==> config.mk <==
export PLATFORM = sky130hd
export DESIGN_NAME = mem_port_arbiter
export DESIGN_NICKNAME = d
export VERILOG_FILES = /design/src/rtl/mem_port_arbiter.sv
export SDC_FILE = /design/constraint.sdc
export NUM_CORES = 1
export LEC_CHECK = 0
export ABC_AREA = 1
export CAP_MARGIN = 15
export CORE_AREA = 2 2 90 92
export DETAILED_ROUTE_END_ITERATION = 16
export DIE_AREA = 0 0 92 94
export HOLD_SLACK_MARGIN = 0.05
export PLACE_DENSITY = 0.7
export SLEW_MARGIN = 30
export SYNTH_ARGS = -nofsm -noshare
export SYNTH_HDL_FRONTEND = slang
export SYNTH_SLANG_ARGS = --single-unit
export TNS_END_PERCENT = 1
==> constraint.sdc <==
create_clock -name clk -period 1.18 [get_ports clk]
set_clock_uncertainty 0.1 [all_clocks]
set_input_delay 0.177 -clock clk [delete_from_list [all_inputs] [get_ports clk]]
set_output_delay 0.177 -clock clk [all_outputs]
set_load 0.01 [all_outputs]
==> src/rtl/mem_port_arbiter.sv <==
// mem_port_arbiter
// Two-requester arbiter in front of one single-port, write-first synchronous
// memory with a 1-cycle read latency. It accepts at most one access per cycle,
// drives the memory port, and returns the registered read data to the winning
// port one cycle later.
//
// Build option: MEM_ARB_FIXED_PRIO_EN
//   - When defined, port 0 always wins ties. last_grant is still tracked but
//     not used, so port 1 can starve.
//   - When undefined (default), ties alternate round-robin on last_grant.
module mem_port_arbiter #(
    parameter int DATA_WIDTH    = 32,
    parameter int ADDRESS_WIDTH = 10
) (
    input  logic                     clk,
    input  logic                     rst_n,

    input  logic                     req_valid_0,
    output logic                     req_ready_0,
    input  logic                     req_we_0,
    input  logic [ADDRESS_WIDTH-1:0] req_addr_0,
    input  logic [DATA_WIDTH-1:0]    req_wdata_0,

    input  logic                     req_valid_1,
    output logic                     req_ready_1,
    input  logic                     req_we_1,
    input  logic [ADDRESS_WIDTH-1:0] req_addr_1,
    input  logic [DATA_WIDTH-1:0]    req_wdata_1,

    output logic                     rsp_valid_0,
    output logic [DATA_WIDTH-1:0]    rsp_rdata_0,
    output logic                     rsp_valid_1,
    output logic [DATA_WIDTH-1:0]    rsp_rdata_1,

    output logic                     mem_we,
    output logic [ADDRESS_WIDTH-1:0] mem_addr,
    output logic [DATA_WIDTH-1:0]    mem_din,
    input  logic [DATA_WIDTH-1:0]    mem_dout
);

    // Port that won the most recent transfer; the other port wins the next tie.
    logic last_grant;
    // A response is due this cycle, and which port it belongs to.
    logic rsp_pend;
    logic rsp_owner;

    logic grant_0;
    logic grant_1;
    logic xfer;

    // Grant decision: a lone requester wins, and a tie goes by the priority
    // rule. No grant is given while reset is held.
    always_comb begin
        grant_0 = 1'b0;
        grant_1 = 1'b0;
        if (rst_n) begin
            if (req_valid_0 && req_valid_1) begin
`ifdef MEM_ARB_FIXED_PRIO_EN
                grant_0 = 1'b1;
`else
                grant_0 = last_grant;
                grant_1 = ~last_grant;
`endif
            end else begin
                grant_0 = req_valid_0;
                grant_1 = req_valid_1;
            end
        end
    end

    assign req_ready_0 = grant_0;
    assign req_ready_1 = grant_1;
    assign xfer        = grant_0 | grant_1;

    // Memory port mux: it carries the granted port's fields. When there is no
    // grant it carries the port-0 fields, and the write enable is forced low.
    always_comb begin
        mem_we   = 1'b0;
        mem_addr = req_addr_0;
        mem_din  = req_wdata_0;
        if (grant_1) begin
            mem_we   = req_we_1;
            mem_addr = req_addr_1;
            mem_din  = req_wdata_1;
        end else if (grant_0) begin
            mem_we   = req_we_0;
        end
    end

    // Priority pointer and response tracking. Reset drops any pending response.
    always_ff @(posedge clk or negedge rst_n) begin
        if (!rst_n) begin
            last_grant <= 1'b1;
            rsp_pend   <= 1'b0;
            rsp_owner  <= 1'b0;
        end else begin
            rsp_pend <= xfer;
            if (xfer) begin
                last_grant <= grant_1;
                rsp_owner  <= grant_1;
            end else begin
                rsp_owner  <= 1'b0;
            end
        end
    end

    // Route the memory's registered output to the port that owns the response.
    always_comb begin
        rsp_valid_0 = rsp_pend & ~rsp_owner;
        rsp_valid_1 = rsp_pend &  rsp_owner;
        rsp_rdata_0 = rsp_valid_0 ? mem_dout : '0;
        rsp_rdata_1 = rsp_valid_1 ? mem_dout : '0;
    end

endmodule

==> out/results.tsv <==
stage	metric	value	unit
power	Total Power	2.179	mW
yosys	#FFs+latches synth	3	
sta	Tcrit/Tclk final	143.5	%
yosys	sequential fraction of the synthesis area	6.448	%
yosys	synth top area cells	nand2_1, nor2_1, nand3_1	
drt	number of remaining DRC errors	0	
grt	vias in the first global route	2585	
run	MaxCap Viol Count	0	
final_layout	# fillers	738	
grt	GRT met2 Usage	34.44	%
drt	Vias/cell	4.222	
yosys	post-synth net total	386	
yosys	Synth cell types	16	
clocking	H-tree depth	1	
placement	Placer Congestion	0.7146	
clocking	CTS sink count	3	
final_layout	Finished Cell Area	4229	um^2
grt	global-route wire length before repair	12.56	mm
grt	M3 GR Usage	3.772	%
sta	Fin. Hold Viols	0	
final_layout	fin nets	637	
placement	hpwl dp	6.181	mm
critical_path	CP Data Required Time	0.90	ns
floorplanning	site row count	32	
critical_path	worst reg-to-reg path cell count	7	
yosys	Syn Inst Count	264	
placement	Port Buffers	232	
outcome	status	complete, but fails checks	
floorplanning	Top Ports	233	
power	internal power	1.366	mW
yosys	Synth Area in Simple Gates	69.66	%
final_layout	layout cell share with drive strength beyond 1	47.86	%
drt	drt pass-1 iters	4	
clocking	clk root buf	clkbuf_8	
yosys	Synth Area in Compound Gates	0.8457	%
power	Leak	2.163	nW
final_layout	Multi-input gate area	1169	um^2
drt	final WL	8.270	mm
yosys	Syn Area/Cell	4.483	um^2
critical_path	reg-to-reg slack, setup	-0.16	ns
outcome	failing checks	negative setup slack	
min_path	Hold Crit Class	primary input to asynchronous set/reset pin	
power	Switching Fraction	37.34	%
yosys	mapped cell area	1184	um^2
sta	max-slew violations	0	
power	Reg power frac	5.9	%
grt	largest net degree at the start of global routing	33	
yosys	Post-synth top flop	dfrtp_1	
grt	M1 GR Usage	19.88	%
sta	Slew HR	85.21	%
clocking	CTS clock-pin slew for the worst setup and hold paths	0.03	ns
drt	drt initial violations	33	
clocking	CTS max path bufs	2	
yosys	main combinational cell family by area after synthesis	simple AND/OR/NAND/NOR gates	
placement	DP Area	3794	um^2
final_layout	register area	76.32	um^2
floorplanning	Die Height	94	um
grt	total track usage	17.66	%
yosys	Synth area leader	nand2_1	
final_layout	Area Overhead vs Synth	257.3	%
sta	Finish-stage setup viols	113	
power	PD cells	515.3	nW/um^2
yosys	mux share of post-synthesis cell area	0	%
yosys	FFs w/ async S/R, synth	100.0	%
grt	gr busiest metal	met2	
yosys	commonest cells in the netlist	nand2_1, nor2_1, nand3_1, inv_1, buf_2	
drt	post-route ant nets	0	
power	worst vdd ir	0.0002376	V
yosys	count leader, synth	nand2_1	
clocking	worst-skew pair later-pin latency	0.21	ns
yosys	Synth warnings	0	
sta	Max Freq	590.5	MHz
clocking	CTS tree	done	
placement	placed insts	594	
critical_path	Setup CP Type	flip-flop to output pin	
floorplanning	die area	8648	um^2
grt	initial antenna violation count	0	
drt	Routed WL per cell	13.43	um
critical_path	startpoint types	flip-flop	
power	Clock Power Share	13.7	%
final_layout	Core Util, Final	55.59	%
grt	gr ovfl total	0	
sta	Slew @ Worst Pin	0.2217	ns
final_layout	ANT cells	0	
power	sw power	0.8138	mW
yosys	Post-Synth XOR/XNOR Area	0	%
sta	final worst slack	-0.5134	ns
yosys	Yosys top cell area share	28.22	%
yosys	Post-synth EDFFs	0	
floorplanning	core box area	7607	um^2
critical_path	Crit. End Element	output pin	
power	Logic pwr share	80.5	%
floorplanning	Die W	92	um
floorplanning	Initial Utilization	15.56	%
sta	Tmin final	1.693	ns
critical_path	Critical Path Fanout Max	14	
placement	worst slack, placed	-0.9580	ns
clocking	total CTS buffers	3	
critical_path	Worst Path Arrival	1.42	ns
drt	Via Count	2601	
yosys	post-synthesis adder-cell area fraction	0	%
critical_path	RR Startpoint	last_grant$_DFFE_PN1P_	
critical_path	end of the worst register-to-register path	last_grant$_DFFE_PN1P_	
final_layout	fin cells	616	
sta	RSZ-0062 raised after global routing	true	
## flip-flops by register name, indices dropped and copies added (netlist names)
signal      count
last_grant      1
rsp_pend        1
rsp_owner       1
## placed cells by master, fill, tap and decap left out, types with 2 or more instances in the layout
master           netlist  layout
buf_12                 0       9
buf_16                 0       4
buf_2                 13      39
buf_4                  1      10
buf_6                  4      46
clkbuf_2               0       4
clkbuf_8               0       3
clkdlybuf4s15_2        0      20
clkdlybuf4s50_1        0     118
dfrtp_1                2       2
dlygate4sd2_1          0      11
inv_1                 38      36
inv_2                  1       2
nand2_1               89      27
nand2_2                2      62
nand2_4                1       3
nand3_1               44      23
nand3_2                0      19
nand3_4                0       2
nor2_1                64      48
nor2_2                 1      16
## worst max-delay path by stage
stage                  endpoint  cells past startpoint                    from  slack [ns]
floorplan           mem_addr[0]                      5  last_grant$_DFFE_PN1P_       -0.06
global placement    mem_din[18]                      8                   rst_n       -0.92
detailed placement  mem_addr[8]                      8                   rst_n       -0.96
CTS                  mem_din[0]                      8  last_grant$_DFFE_PN1P_       -0.58
global route        mem_din[13]                      7  last_grant$_DFFE_PN1P_       -0.57
finish              mem_din[19]                      6  last_grant$_DFFE_PN1P_       -0.51
## power groups by stage
stage	clock, mW	combinational [mW]	sequential (mW)
6_report	0.298	1.75	0.128
3_3_place_gp	0	1.52	0.127
2_1_floorplan	0	0.541	0.125
3_5_place_dp	0	1.54	0.127
4_1_cts	0.306	1.68	0.127
5_1_grt	0.320	1.89	0.129
## timing repair
action / CTS / global route
cloned: 4 / 2
pin swaps: 8 / 5
endpoints found under the hold margin: 2 / 0
resized for setup: 461 / 63
endpoints found under the setup margin: 113 / 113
buffers inserted: 14 / 0
hold buffers: 1 / 0
## worst max-delay path, cell delays in order, from the launching register on
cell     delay [ns]
dfstp_2        0.54
nand2_4        0.07
buf_12         0.14
buf_16         0.14
nand3_1        0.10
nand2_2        0.05
buf_2          0.14
## stage by stage
stage	setup TNS, ns	hold WS, ns
global placement	-70.25	0.4004
detailed placement	-72.77	0.4175
floorplan	-3.727	-0.2186
CTS	-42.19	0.07413
global route	-45.97	0.08165
finish	-38.11	0.07961
## cells by family after synthesis
logic type	after synthesis
AND/OR/NAND/NOR	201
flip-flops	3
buffers and inverters	58
AO/OA/AOI/OAI	2
## layer usage
metal / share of wire, % / vias to the layer above
met5: 0 / -
met4: 0.33 / 0
met3: 8.9 / 2
met2: 53 / 149
met1: 38 / 1166
li1: - / 1284
## layout make-up
type,instances,share of cell area (%)
Tap cell,102,3.018
Clock buffer,4,1.065
Sequential cell,3,1.805
Multi-Input combinational cell,203,27.63
Timing Repair Buffer,264,62.69
Inverter,40,3.787
Note: power is estimated with default switching activity, not from simulation.
